===== src/rtl/CPU_Defines.sv =====
// Shared pipeline definitions: hazard control bundle and divide sequencer states.
package CPU_Defines;

    typedef enum logic [1:0] {
        RUN      = 2'd0,
        DIV_WAIT = 2'd1,
        DIV_DONE = 2'd2
    } DivStateType;

    typedef struct packed {
        logic PCWr;
        logic IF_IDWr;
        logic ID_Flush;
        logic EXE_Flush;
        logic MEM_Flush;
        logic EXE_Stall;
    } HazardCtrlType;

    // Wide enough for the largest legal divide latency (63).
    localparam int DIV_CNT_W = 6;

endpackage


===== src/rtl/div_seq_fsm.sv =====
// Divide sequencer: issues start/abort pulses, counts the divide latency and
// flags the single cycle in which the divide result may be written to HILO.
module div_seq_fsm
    import CPU_Defines::*;
#(
    parameter int DIV_CYCLES = 32
) (
    input  logic clk,
    input  logic rst,
    input  logic div_req,
    input  logic except_valid,
    output logic busy,
    output logic start,
    output logic abort,
    output logic done
);

    localparam logic [DIV_CNT_W-1:0] LOAD_VAL = DIV_CNT_W'(DIV_CYCLES - 1);
    localparam logic [DIV_CNT_W-1:0] ONE      = DIV_CNT_W'(1);

    DivStateType          state_q, state_d;
    logic [DIV_CNT_W-1:0] cnt_q, cnt_d;

    // The start cycle already stalls, so DIV_WAIT ends when the decremented
    // count reaches zero; this makes the whole stall exactly DIV_CYCLES long.
    always_comb begin
        state_d = state_q;
        cnt_d   = cnt_q;
        busy    = 1'b0;
        start   = 1'b0;
        abort   = 1'b0;
        done    = 1'b0;
        case (state_q)
            RUN: begin
                if (div_req && !except_valid) begin
                    start   = 1'b1;
                    busy    = 1'b1;
                    cnt_d   = LOAD_VAL;
                    state_d = DIV_WAIT;
                end
            end
            DIV_WAIT: begin
                if (except_valid) begin
                    abort   = 1'b1;
                    cnt_d   = '0;
                    state_d = RUN;
                end else begin
                    busy = 1'b1;
                    if (cnt_q <= ONE) begin
                        cnt_d   = '0;
                        state_d = DIV_DONE;
                    end else begin
                        cnt_d = cnt_q - ONE;
                    end
                end
            end
            DIV_DONE: begin
                done    = !except_valid;
                state_d = RUN;
            end
            default: begin
                state_d = RUN;
                cnt_d   = '0;
            end
        endcase
    end

    always_ff @(posedge clk or negedge rst) begin
        if (!rst) begin
            state_q <= RUN;
            cnt_q   <= '0;
        end else begin
            state_q <= state_d;
            cnt_q   <= cnt_d;
        end
    end

endmodule


===== src/rtl/pipeline_hazard_ctrl.sv =====
// Stall/flush sequencer for the five-stage pipeline: exception flush, divide
// stall and load-use bubble in fixed priority, plus a saturating stall counter.
module pipeline_hazard_ctrl
    import CPU_Defines::*;
#(
    parameter int DIV_CYCLES = 32,
    parameter int CNT_W      = 32
) (
    input  logic             clk,
    input  logic             rst,
    input  logic [4:0]       ID_rs,
    input  logic [4:0]       ID_rt,
    input  logic             ID_UsesRs,
    input  logic             ID_UsesRt,
    input  logic             EXE_ReadMem,
    input  logic [4:0]       EXE_Dst,
    input  logic             EXE_DivReq,
    input  logic             MEM_ExceptValid,
    output logic             IF_PCWr,
    output logic             IF_IDWr,
    output logic             ID_Flush,
    output logic             EXE_Flush,
    output logic             MEM_Flush,
    output logic             EXE_Stall,
    output logic             Div_Start,
    output logic             Div_Abort,
    output logic             Div_Done,
    output logic [CNT_W-1:0] Stall_Cnt
);

    logic          lu;
    logic          div_busy, div_start, div_abort, div_done;
    HazardCtrlType ctrl;
    logic [CNT_W-1:0] stall_cnt_q, stall_cnt_d;

    assign lu = EXE_ReadMem && (EXE_Dst != 5'd0) &&
                ((ID_UsesRs && (ID_rs == EXE_Dst)) ||
                 (ID_UsesRt && (ID_rt == EXE_Dst)));

    div_seq_fsm #(
        .DIV_CYCLES (DIV_CYCLES)
    ) u_div_seq (
        .clk          (clk),
        .rst          (rst),
        .div_req      (EXE_DivReq),
        .except_valid (MEM_ExceptValid),
        .busy         (div_busy),
        .start        (div_start),
        .abort        (div_abort),
        .done         (div_done)
    );

    // Reset holds every stage flushed with the PC frozen.
    always_comb begin
        ctrl         = '0;
        ctrl.PCWr    = 1'b1;
        ctrl.IF_IDWr = 1'b1;
        if (!rst) begin
            ctrl.PCWr      = 1'b0;
            ctrl.IF_IDWr   = 1'b0;
            ctrl.ID_Flush  = 1'b1;
            ctrl.EXE_Flush = 1'b1;
            ctrl.MEM_Flush = 1'b1;
        end else if (MEM_ExceptValid) begin
            ctrl.ID_Flush  = 1'b1;
            ctrl.EXE_Flush = 1'b1;
            ctrl.MEM_Flush = 1'b1;
        end else if (div_busy) begin
            ctrl.PCWr      = 1'b0;
            ctrl.IF_IDWr   = 1'b0;
            ctrl.EXE_Stall = 1'b1;
            ctrl.MEM_Flush = 1'b1;
        end else if (lu) begin
            ctrl.PCWr      = 1'b0;
            ctrl.IF_IDWr   = 1'b0;
            ctrl.EXE_Flush = 1'b1;
        end
    end

    always_comb begin
        stall_cnt_d = stall_cnt_q;
        if (!ctrl.PCWr && (stall_cnt_q != {CNT_W{1'b1}})) begin
            stall_cnt_d = stall_cnt_q + CNT_W'(1);
        end
    end

    always_ff @(posedge clk or negedge rst) begin
        if (!rst) begin
            stall_cnt_q <= '0;
        end else begin
            stall_cnt_q <= stall_cnt_d;
        end
    end

    assign IF_PCWr   = ctrl.PCWr;
    assign IF_IDWr   = ctrl.IF_IDWr;
    assign ID_Flush  = ctrl.ID_Flush;
    assign EXE_Flush = ctrl.EXE_Flush;
    assign MEM_Flush = ctrl.MEM_Flush;
    assign EXE_Stall = ctrl.EXE_Stall;
    assign Div_Start = rst && div_start;
    assign Div_Abort = rst && div_abort;
    assign Div_Done  = rst && div_done;
    assign Stall_Cnt = stall_cnt_q;

endmodule


===== config.mk =====
export PLATFORM = sky130hd
export DESIGN_NAME = pipeline_hazard_ctrl
export DESIGN_NICKNAME = d
export VERILOG_FILES = /design/src/rtl/CPU_Defines.sv /design/src/rtl/div_seq_fsm.sv /design/src/rtl/pipeline_hazard_ctrl.sv
export SDC_FILE = /design/constraint.sdc
export NUM_CORES = 1
export LEC_CHECK = 0
export BUFFER_PORTS_ARGS = -buffer_cell sky130_fd_sc_hd__buf_2
export CORE_ASPECT_RATIO = 1.1
export CORE_UTILIZATION = 47
export DETAILED_ROUTE_END_ITERATION = 10
export PLACE_DENSITY = 0.87
export SETUP_SLACK_MARGIN = 0.02
export SYNTH_ARGS = -nofsm -noshare
export SYNTH_HDL_FRONTEND = slang
export SYNTH_SLANG_ARGS = --single-unit

===== constraint.sdc =====
create_clock -name clk -period 2.3 [get_ports clk]
set_input_delay 0.575 -clock clk [delete_from_list [all_inputs] [get_ports clk]]
set_output_delay 0.575 -clock clk [all_outputs]
set_load 0.02 [all_outputs]

# Yosys cells after proc, flatten, opt, wreduce, memory -nomap -nowiden
# Index checks and enable logic that the tools add are counted.
[totals]
reg_bits = 40
latchBits = 0
ramBits = 0
rom_bits = 0
input_bits = 22
output_inout_bits = 41
elab_cells = 55
memories = 0
[op_classes]
addsub = 2
n_mul = 0
div = 0
n_lt_le_gt_ge = 1
eq_ne = 7
shifts = 0
n_mux = 25
bitwise_logic = 1
n_reduce_logical = 16
[ops]
columns = ["cell", "count"]
rows = [
  ["$add A32 B1 Y32 const B", 1],
  ["$ne A32 B32 Y1 const B", 1],
  ["$mux W6", 3],
  ["$pmux W6 S3", 1],
  ["$mux W2", 8],
  ["$eq A5 B5 Y1", 2],
  ["$mux W1", 10],
  ["$logic_and A1 B1 Y1", 9],
  ["$le A6 B1 Y1 const B", 1],
  ["$sub A6 B1 Y6 const B", 1],
  ["$mux W5", 1],
  ["$reduce_bool A5 Y1", 1],
  ["$pmux W2 S2", 1],
  ["$reduce_and A2 Y1", 2],
  ["$ne A3 B2 Y1 const B", 1],
  ["$eq A2 B1 Y1 const B", 1],
  ["$eq A2 B2 Y1 const B", 1],
  ["$logic_not A1 Y1", 2],
  ["$logic_not A2 Y1", 1],
  ["$ne A2 B1 Y1 const B", 1],
  ["$pmux W1 S2", 1],
  ["$logic_or A1 B1 Y1", 1],
  ["$not A1 Y1", 1],
]

# Logic depth before layout (Yosys ltp)
# Gate-level depths: netlist of run 1.
[depth]
depth_word = 10
mapped_depth = 8
ltp_nobuf = 8

# Cells and area by module
# A second synthesis of run 1 with hierarchy kept.
[unflattened]
hier_cells = 237
area_unflattened_um2 = 2267.2
[modules_own_cells]
columns = ["module", "n_inst", "cells_each", "area_each_um2", "seq_area_each_um2"]
rows = [
  ["pipeline_hazard_ctrl", 1, 182, 1783.0, 800.8],
  ["div_seq_fsm", 1, 55, 484.2, 200.2],
]

# Worst setup path after synthesis of run 1
# OpenSTA, ideal clock, no wires.
[synth_path]
path_kind = "input-to-output"
startpoint = "in EXE_Dst[1]"
endpoint = "out IF_PCWr"
arrival_ns = 1.841
required_ns = 1.725
slack_ns = -0.116
cell_stages = 6
path_buffers = 2
path_cell_list = "or4_1 > nor2_2 > o311ai_4 > o21ai_4 > buf_6 > buf_4"
[synth_between]
elab_chain_cells = 8
elab_cells_between_ends = 12
classes_between = "2 x eq/ne; 4 x mux; 6 x reduce/logical"
[synth_lines]
columns = ["item", "line_no", "source"]
rows = [
  ["from (decl)", "pipeline_hazard_ctrl.sv:16", "input logic [4:0] EXE_Dst,"],
  ["$eq A5 B5 Y1 (on tied branches)", "pipeline_hazard_ctrl.sv:37, pipeline_hazard_ctrl.sv:38", ""],
  ["$logic_and A1 B1 Y1 (on tied branches)", "pipeline_hazard_ctrl.sv:37, pipeline_hazard_ctrl.sv:38", ""],
  ["$logic_or A1 B1 Y1", "pipeline_hazard_ctrl.sv:37", "((ID_UsesRs && (ID_rs == EXE_Dst)) ||"],
  ["$logic_and A1 B1 Y1 (*)", "pipeline_hazard_ctrl.sv:36", "assign lu = EXE_ReadMem && (EXE_Dst != 5'd0) &&"],
  ["$mux W2 (*)", "pipeline_hazard_ctrl.sv:73", "end else if (lu) begin"],
  ["$mux W2 (*)", "pipeline_hazard_ctrl.sv:68", "end else if (div_busy) begin"],
  ["$mux W2 (*)", "pipeline_hazard_ctrl.sv:64", "end else if (MEM_ExceptValid) begin"],
  ["$mux W5 (*)", "pipeline_hazard_ctrl.sv:58", "if (!rst) begin"],
  ["to (decl)", "pipeline_hazard_ctrl.sv:19", "output logic IF_PCWr,"],
]
# Every way passes the cells marked *; elsewhere a longest branch is shown, timed or not.

# Worst setup path after layout of run 1
[layout_path]
startpoint = "in EXE_Dst[2]"
endpoint = "out IF_IDWr"
[layout_between]
elab_chain_cells = 8
elab_cells_between_ends = 12
classes_between = "2 x eq/ne; 4 x mux; 6 x reduce/logical"
[layout_lines]
columns = ["item", "line_no", "source"]
rows = [
  ["$eq A5 B5 Y1 (on tied branches)", "pipeline_hazard_ctrl.sv:37, pipeline_hazard_ctrl.sv:38", ""],
  ["$logic_and A1 B1 Y1 (on tied branches)", "pipeline_hazard_ctrl.sv:37, pipeline_hazard_ctrl.sv:38", ""],
  ["$logic_or A1 B1 Y1", "pipeline_hazard_ctrl.sv:37", ""],
  ["$logic_and A1 B1 Y1 (*)", "pipeline_hazard_ctrl.sv:36", ""],
  ["$mux W2 (*)", "pipeline_hazard_ctrl.sv:73", ""],
  ["$mux W2 (*)", "pipeline_hazard_ctrl.sv:68", ""],
  ["$mux W2 (*)", "pipeline_hazard_ctrl.sv:64", ""],
  ["$mux W5 (*)", "pipeline_hazard_ctrl.sv:58", ""],
  ["to (decl)", "pipeline_hazard_ctrl.sv:20", "output logic IF_IDWr,"],
]
# Marks and branches as above.

==> results of run 1 <==
## timing repair
item | in CTS | in global routing
pin swaps | 5 | 0
setup endpoints to repair | 3 | 7
buffers inserted | 2 | 0
gates resized for setup | 9 | 4
## cell type report
cell class                 count  area share
clock buffer                   6      0.0240
inverter                       8     0.00993
multi-input combinational    175       0.427
tap                           56      0.0232
timing repair buffer          84       0.173
clock inverter                 2      0.0116
sequential                    40       0.331
## power groups by stage
stage               Combinational, mW  Clock, mW  Sequential [mW]
floorplan                       0.377          0             1.17
global placement                0.738          0             1.07
detailed placement              0.764          0             1.07
CTS                             0.786      0.574             1.06
global route                    0.864      0.601             1.10
finish                          0.783      0.560             1.07
## per-layer routing
layer  vias up  wire (um)  track usage
met5         -          0            0
met4         0        153        0.118
met1       965       2200        0.268
met3        12        327       0.0582
li1        968          -            -
met2        65       2760        0.381
## worst max-delay path, stage by stage
cell and delay [ps]:
buf_6 100, or4_4 540, nor2_4 130, o311ai_4 110, o21ai_4 130, buf_6 150
## cell usage after synthesis (2+ instances only)
cell / instances / area share
and3_1: 5 / 0.013
and4_1: 3 / 0.011
buf_2: 2 / 0.0043
buf_4: 2 / 0.0064
buf_6: 3 / 0.014
dfrtp_1: 40 / 0.43
ha_1: 3 / 0.016
inv_1: 8 / 0.013
nand2_1: 24 / 0.038
nand2b_1: 3 / 0.0080
nand3_1: 12 / 0.026
nand3b_1: 2 / 0.0064
nand4_1: 9 / 0.024
nor2_1: 22 / 0.035
nor2_2: 2 / 0.0053
nor3_1: 7 / 0.015
nor3_2: 11 / 0.047
nor4_1: 3 / 0.0080
o211ai_1: 2 / 0.0064
o21ai_0: 5 / 0.011
o311ai_0: 2 / 0.0075
xnor2_1: 12 / 0.045
xor2_1: 29 / 0.11
## per-stage QoR
| stage | setup TNS (ps) | hold WS, ps | setup WS, ps | util |
|---|---|---|---|---|
| 2_1_floorplan | -103 | 279 | -103 | - |
| 3_3_place_gp | -944 | 453 | -102 | 0.601 |
| 3_5_place_dp | -1270 | 456 | -101 | 0.601 |
| 4_1_cts | -20.9 | 127 | -10.7 | 0.635 |
| 5_1_grt | -169 | 134 | -65.7 | 0.641 |
| 6_report | -43.6 | 129 | -22.2 | 0.641 |
## state kept, by name, indices dropped and copies added, names as in the netlist
name,count
Stall_Cnt,32
u_div_seq.cnt_q,6
u_div_seq.state_q,2
## cells by family (layout without fill, tap and decap cells)
group	count (synthesis)	in the layout	synth area share
compound gates	17	17	0.0730
fa+ha+maj	3	3	0.0160
mux	1	1	0.00639
xor+xnor	41	41	0.153
buf+inv	16	100	0.0394
simple gates	113	113	0.286
flops	40	40	0.426
## worst min path at each step
stage	startpoint	to	slack [ps]	cells after the start
2_1_floorplan	rst	Stall_Cnt[0]$_DFFE_PN0P_	280	0
3_3_place_gp	rst	u_div_seq.cnt_q[4]$_DFFE_PN0P_	450	1
3_5_place_dp	rst	u_div_seq.cnt_q[4]$_DFFE_PN0P_	460	1
4_1_cts	rst	u_div_seq.cnt_q[4]$_DFFE_PN0P_	130	1
5_1_grt	rst	u_div_seq.cnt_q[4]$_DFFE_PN0P_	130	1
6_report	rst	u_div_seq.cnt_q[4]$_DFFE_PN0P_	130	1
==> out/metrics.yaml, run 1 <==
route:
  viasPerCell: 5.42
  ant_nets: 0
  post-route-drc-count: 0
  wl_per_cell_um: 14.7
  drt_iter0_markers: 92
  wirelength_mm: 5.45
  vias: 2010
  dr.pass1.iters: 4
final_layout:
  antenna_cells: 0
  fin_cells: 371
  layout_commonest_cell: "buf_2"
  drive_above_1_share: 0.381
  final_cell_mix: "buf_2, dfrtp_1, xor2_1, nand2_1, nor2_1"
  syn2layout_area_growth_pct: 28.8
  multi_input_area_um2: 1290
  design_area_um2: 3020
  fillers: 384
  finish.net_count: 339
  seq_area_um2: 1000
power:
  power_leakage_nw: 1.47
  sw_frac_of_total: 0.375
  p_switching_mw: 0.903
  seqPwrFrac: 0.443
  p_total_mw: 2.41
  p_comb_frac: 0.325
  peakVddDrop_mv: 0.590
  p_clk_frac: 0.233
  power.density_nw_per_um2: 797
  intPower_mw: 1.51
setup_path:
  r2r_end: "Stall_Cnt[13]$_DFFE_PN0P_"
  r2r_cells: 6
  reg2reg_from: "Stall_Cnt[24]$_DFFE_PN0P_"
  end_kind: "primary output"
  cp-endpoint: "IF_IDWr"
  start_kind: "primary input"
  cp.required_ps: 1730
  cp_max_fo: 3
  worst_ep_arrival_time_ps: 1750
  r2r_slack_ps: 220
  path_class: "in -> out"
  critPathLaunch: "EXE_Dst[2]"
placement:
  io_buffers: 62
  dp.cells: 361
  globalplace.congestion: 0.839
  placed_area_um2: 2840
  dp_hpwl_mm: 4.15
yosys:
  ys_seq_area_frac: 0.426
  async_reset_ff_frac: 1.00
  syn_nets: 256
  synth-seq-cells: 40
  postSynthCellCount: 231
  syn_area_um2: 2350
  yosysWarningCount: 0
  yosysUniqueCellTypes: 43
  syn_area_per_cell_um2: 10.2
  synth_ff_type: "dfrtp_1"
  synth_edf_count: 0
die:
  initial_utilization: 0.498
  ioPinCount: 63
  die_height_um: 76.1
  fp.coreArea_um2: 4720
  placementRows: 26
  die-area_um2: 5280
  die_w_um: 69.4
clock_tree:
  clk_pin_slew_ps: 80
  clk_latency_ps: 300
  cts_buffer_depth: 2
  h-tree-depth: 2
  clockRootBuffer: "clkbuf_8"
  ctsHoldBuffers: 0
  cts_sinks: 40
  cts_tree: "yes"
  numCtsBuffers: 5
global_route:
  first_global_vias: 2052
  antenna_found_initial: 0
  grt_max_degree: 21
  grt_first_pass_wirelength_mm: 9.59
  grt_overflow_total: 0
  gr-usage-all-layers: 0.228
timing:
  worst_pin_slew_ps: 483
  relSlewSlack: 0.678
  period_needed_ps: 2320
  fin_ws_ps: -22.2
  rsz0062_at_grt: "true"
  hold_viol: 0
  slew_viol_final: 0
  min_period_over_period: 1.01
  setup_viol: 2
  clock.fmax_mhz: 431
  fin_skew_ps: 7.88
job:
  cap_violations: 0
outcome:
  violations: "setup timing"
  outcome: "complete, but fails checks"
min_path:
  min_path_type: "in -> async"
No activity file was read; power rests on OpenSTA's default activity.
==> run 2: changes to the inputs <==
Settings changed: GPL_TIMING_DRIVEN set to 0.
==> run 2 against run 1 <==
  * The run still ends with setup timing left
  * Die area is the same
  * Register-to-register slack gained 90 ps
  * Clock skew shrank 1.3 ps
  * Design area shrank 0.62%
  * Global-route usage shrank 1.2 points
  * Largest cell class unchanged
==> out/metrics.yaml, run 2 (synthesis gave the netlist of run 1 again) <==
outcome:
  outcome: "complete, but fails checks"
  violations: "setup timing"
global_route:
  top_usage_layer: "met2"
  grtUsageMet1: 0.270
  antenna_found_initial: 0
  gr-usage-met3: 0.0463
  use_met2: 0.357
  grt_max_degree: 46
  first_global_vias: 1972
  grt_overflow_total: 0
  gr-usage-all-layers: 0.216
  grt_first_pass_wirelength_mm: 9.22
timing:
  fin_skew_ps: 6.53
  setup_viol: 3
  relSlewSlack: 0.671
  clock.fmax_mhz: 404
  rsz0062_at_grt: "true"
  period_needed_ps: 2470
  hold_viol: 0
  min_period_over_period: 1.08
  worst_pin_slew_ps: 491
  fin_ws_ps: -175
  slew_viol_final: 0
die:
  die_w_um: 69.4
  initial_utilization: 0.498
  placementRows: 26
  fp.coreArea_um2: 4720
  ioPinCount: 63
  die-area_um2: 5280
  die_height_um: 76.1
setup_path:
  path_class: "in -> out"
  worst_ep_arrival_time_ps: 1900
  cp.required_ps: 1730
  max_stage_delay_ps: 540
  cp_max_fo: 3
  end_kind: "primary output"
  cp_cell_sequence: "buf_8 -> or4_4 -> nor2_4 -> o311ai_4 -> o21ai_4 -> buf_6 -> buf_6 -> buf_6"
  worst_path_max_delay_cell: "or4_4"
  crit_path_frequent_cell: "buf_6"
  start_kind: "primary input"
clock_tree:
  cts_buffer_depth: 2
  clk_pin_slew_ps: 70
  cts_tree: "yes"
  numCtsBuffers: 5
  cts_sinks: 40
  clockRootBuffer: "clkbuf_8"
  clk_latency_ps: 290
  h-tree-depth: 2
final_layout:
  layout_commonest_cell: "buf_2"
  multi_input_area_um2: 1290
  drive_above_1_share: 0.371
  syn2layout_area_growth_pct: 28.0
  finish.net_count: 337
  antenna_cells: 0
  final_cell_mix: "buf_2, dfrtp_1, xor2_1, nand2_1, nor2_1"
  postLayoutCoreUtil: 0.637
  largest_register_ffs: 32
  seq_area_um2: 1000
  fillers: 364
placement:
  dp_hpwl_mm: 3.66
  dp_slack_ps: -740
  io_buffers: 62
  globalplace.congestion: 0.806
min_path:
  min_path_type: "in -> async"
route:
  wirelength_mm: 5.35
  ant_nets: 0
  wl_per_cell_um: 14.5
  vias: 2045
  post-route-drc-count: 0
  viasPerCell: 5.54
  drt_iter0_markers: 114
  dr.pass1.iters: 4
job:
  cap_violations: 0
power:
  peakVddDrop_mv: 0.609
  power_leakage_nw: 1.45
  power.density_nw_per_um2: 776
  p_total_mw: 2.33
## run 2: final timing paths
kind                                                   from                         to  slack, ps  cells past startpoint
max reg2reg                u_div_seq.state_q[1]$_DFFE_PN0P_  Stall_Cnt[16]$_DFFE_PN0P_        310                      8
min                                                     rst  Stall_Cnt[29]$_DFFE_PN0P_        190                      1
min reg2reg                       Stall_Cnt[31]$_DFFE_PN0P_  Stall_Cnt[31]$_DFFE_PN0P_        490                      1
min in group clk                  Stall_Cnt[31]$_DFFE_PN0P_  Stall_Cnt[31]$_DFFE_PN0P_        490                      1
max in group asynchronous                               rst   Stall_Cnt[9]$_DFFE_PN0P_       1800                      1
max                                              EXE_Dst[4]                    IF_PCWr       -170                      8
## run 2: cell type report
type,instances,area share
buffer,8,0.0221
clock buffer,8,0.0300
inverter,8,0.0100
multi-input combinational,175,0.431
sequential,40,0.333
tap,56,0.0233
timing repair buffer,74,0.150
## run 2: repair_timing
item / 4_1_cts / 5_1_grt
pin swaps: 9 / 2
endpoints found under the setup margin: 17 / 5
hold buffers: 0 / 0
resized for setup: 18 / 3
endpoints found under the hold margin: 0 / 0
buffers inserted: 8 / 4
## run 2: per-layer routing
metal | wire length (um) | vias up | part of all wire
li1 | - | 970 | -
met1 | 2190 | 992 | 0.41
met2 | 2720 | 74 | 0.51
met3 | 326 | 9 | 0.061
met4 | 114 | 0 | 0.021
met5 | 0 | - | 0
## run 2: metrics by stage
stage,hold slack [ps],TNS [ps],area [um^2],instances
floorplan,279,-103,2360,231
global placement,469,-9030,2740,349
detailed placement,484,-10250,2740,349
CTS,208,-400,2970,365
global route,225,-484,3000,369
finish,193,-371,3000,369
## run 2: power breakdown
part | switching (mW) | total, mW | internal (mW)
Combinational | 0.459 | 0.790 | 0.331
Clock | 0.230 | 0.474 | 0.245
Sequential | 0.209 | 1.07 | 0.856
## run 2: worst max-delay path: cells and delay by family
kind	cells	cell delay, ps
compound gates	2	230
simple gates	2	670
buf+inv	4	430
==> run 3: changes to the inputs <==
Settings changed: PLACE_DENSITY 0.87 to 0.72, SYNTH_HIERARCHICAL set to 1.
==> run 3 against run 2 <==
  * The run still ends with setup timing left
  * Clock power is 22% higher
  * Synthesized cell count is 2.6% higher
  * Clock skew is 6.1 ps higher
  * Cell count is 3.0% higher
  * Via count is 1.9% higher
  * Combinational power is 13% lower
  * Die area is 3.3% lower
  * First-iteration DRC count is 27% lower
  * Total power is 7.2% lower
==> out/metrics.yaml, run 3 <==
outcome:
  outcome: "complete, but fails checks"
  violations: "setup timing"
yosys:
  synth.top_cells.by_count: "dfrtp_1, nand2_1, xor2_1"
  yosysWarningCount: 6
  synth_edf_count: 0
  synth-seq-cells: 40
  synth_ff_type: "dfrtp_1"
  synth.most_common_cell: "dfrtp_1"
  syn_area_per_cell_um2: 9.57
  ys_top_cells_by_area: "dfrtp_1, xor2_1, xnor2_1"
  ys_seq_area_frac: 0.442
  async_reset_ff_frac: 1.00
  postSynthCellCount: 237
  yosysUniqueCellTypes: 43
  synth_largest_area_cell: "dfrtp_1"
  syn_nets: 262
  synth.top_cell.area_share: 0.442
  syn_area_um2: 2270
final_layout:
  layout_commonest_cell: "buf_2"
  finish.net_count: 348
  largest_register_ffs: 32
  design_area_um2: 3180
  final_cell_mix: "buf_2, dfrtp_1, nand2_1, xor2_1, xnor2_1"
  drive_above_1_share: 0.420
  postLayoutCoreUtil: 0.683
  syn2layout_area_growth_pct: 40.1
  antenna_cells: 0
clock_tree:
  cts_buffer_depth: 2
  cts_tree: "yes"
  clk_latency_ps: 290
  h-tree-depth: 2
  ctsHoldBuffers: 0
  cts_sinks: 40
  numCtsBuffers: 5
  clockRootBuffer: "clkbuf_8"
  clk_pin_slew_ps: 80
timing:
  hold_viol: 0
  fin_skew_ps: 12.6
  worst_pin_slew_ps: 406
  fin_ws_ps: -135
  clock.fmax_mhz: 411
  hold_ws_ps: 192
  setup_viol: 5
  min_period_over_period: 1.06
  relSlewSlack: 0.730
  rsz0062_at_grt: "true"
  period_needed_ps: 2440
  slew_viol_final: 0
global_route:
  grt_first_pass_wirelength_mm: 8.70
  grt_max_degree: 47
  antenna_found_initial: 0
  first_global_vias: 1919
  grt_overflow_total: 0
  gr-usage-all-layers: 0.229
setup_path:
  critPathLaunch: "EXE_Dst[4]"
  path_class: "in -> out"
  reg2reg_from: "Stall_Cnt[5]$_DFFE_PN0P_"
  worst_ep_arrival_time_ps: 1860
  worst_path_max_delay_cell: "or4_4"
  max_stage_delay_ps: 540
  start_kind: "primary input"
  cp_max_fo: 3
  cp_cell_sequence: "buf_8 -> or4_4 -> o21ai_4 -> nand2b_4 -> o21a_4 -> buf_6 -> buf_6"
  crit_path_frequent_cell: "buf_6"
  cp.required_ps: 1730
  end_kind: "primary output"
die:
  die_height_um: 74.8
  die-area_um2: 5110
  initial_utilization: 0.487
  fp.coreArea_um2: 4650
  die_w_um: 68.2
  placementRows: 26
  ioPinCount: 63
route:
  viasPerCell: 5.48
  post-route-drc-count: 0
  drt_iter0_markers: 83
  vias: 2083
  wirelength_mm: 5.78
  ant_nets: 0
  wl_per_cell_um: 15.2
  dr.pass1.iters: 4
placement:
  io_buffers: 62
  dp_slack_ps: -471
  globalplace.congestion: 0.796
  dp_hpwl_mm: 3.69
  placed_area_um2: 2700
power:
  peakVddDrop_mv: 0.471
  power.density_nw_per_um2: 681
  power_leakage_nw: 1.51
job:
  cap_violations: 0
min_path:
  min_path_type: "in -> async"
-- run 3: cell count changes in the layout (fill, tap and decap cells not counted), moves of 4 or more --
cell / change
xnor2_1: +10
buf_6: -6
nor2_1: -11
dfrtp_1: -8
o21ai_0: +4
xor2_1: -8
dfrtp_2: +8
nor4_2: +7
nor3_2: -9
-- run 3: routing by layer --
layer  routed length (um)  up-vias  part of all wire  global-route usage
met4                  102        0             0.018              0.0810
met1                 2390     1020              0.41               0.274
met5                    0        -                 0                   0
met2                 3120       48              0.54               0.410
li1                     -     1005                 -                   -
met3                  171       10             0.030              0.0394
-- run 3: path summary, 6_finish.rpt --
kind	cells after the start	slack, ps	end
setup / recovery	7	-140	IF_PCWr
hold / removal	1	190	u_div_seq/state_q[1]$_DFFE_PN0P_
setup reg to reg	9	-10	Stall_Cnt[3]$_DFFE_PN0P_
hold reg to reg	1	480	Stall_Cnt[27]$_DFFE_PN0P_
max in group asynchronous	1	1790	Stall_Cnt[6]$_DFFE_PN0P_
min in group clk	1	480	Stall_Cnt[27]$_DFFE_PN0P_
-- run 3: logic make-up after synthesis --
| logic type | after synthesis | share of synthesized area |
|---|---|---|
| flip-flops | 40 | 0.442 |
| XOR/XNOR | 41 | 0.158 |
| adder cells (fa/ha/maj) | 3 | 0.0166 |
| multiplexers | 1 | 0.00497 |
| AO/OA/AOI/OAI | 28 | 0.0795 |
| AND/OR/NAND/NOR | 108 | 0.263 |
| buffers and inverters | 16 | 0.0359 |
-- run 3: what timing repair did --
| item | in CTS | in global routing |
|---|---|---|
| endpoints found under the hold margin | 0 | 0 |
| cloned | 1 | 1 |
| gates resized for setup | 17 | 29 |
| setup endpoints to repair | 35 | 31 |
| setup buffers | 9 | 7 |
| pin swaps | 3 | 6 |
-- run 3: cell type report --
class	instances	area, um^2
fillers	369	1480
flip-flops and latches	40	1010
clock buffers	5	68.8
plain buffers	6	65.1
multi-input cells	181	1370
repair buffers	80	515
clock inverters	3	42.5
well taps	56	70.1
inverters	9	33.8
-- run 3: report_power, final --
part / total, mW / switching (mW) / leakage [nW] / internal [mW]
Sequential: 0.900 / 0.107 / 0.499 / 0.793
Clock: 0.579 / 0.258 / 0.0541 / 0.321
Combinational: 0.684 / 0.356 / 0.961 / 0.328
-- run 3: per-stage QoR --
| step | power, mW | TNS (ps) | cells |
|---|---|---|---|
| 3_3_place_gp | 1.38 | -11390 | 355 |
| 2_1_floorplan | 1.22 | -112 | 237 |
| 4_1_cts | 2.08 | -268 | 372 |
| 3_5_place_dp | 1.40 | -11800 | 355 |
| 5_1_grt | 2.26 | -1620 | 380 |
| 6_report | 2.16 | -359 | 380 |
-- run 3: critical path: cells and delay by family --
family	cells	cell delay, ps
AOI/OAI and AO/OA	2	300
buffers and inverters	3	280
and+or+nand+nor	2	700
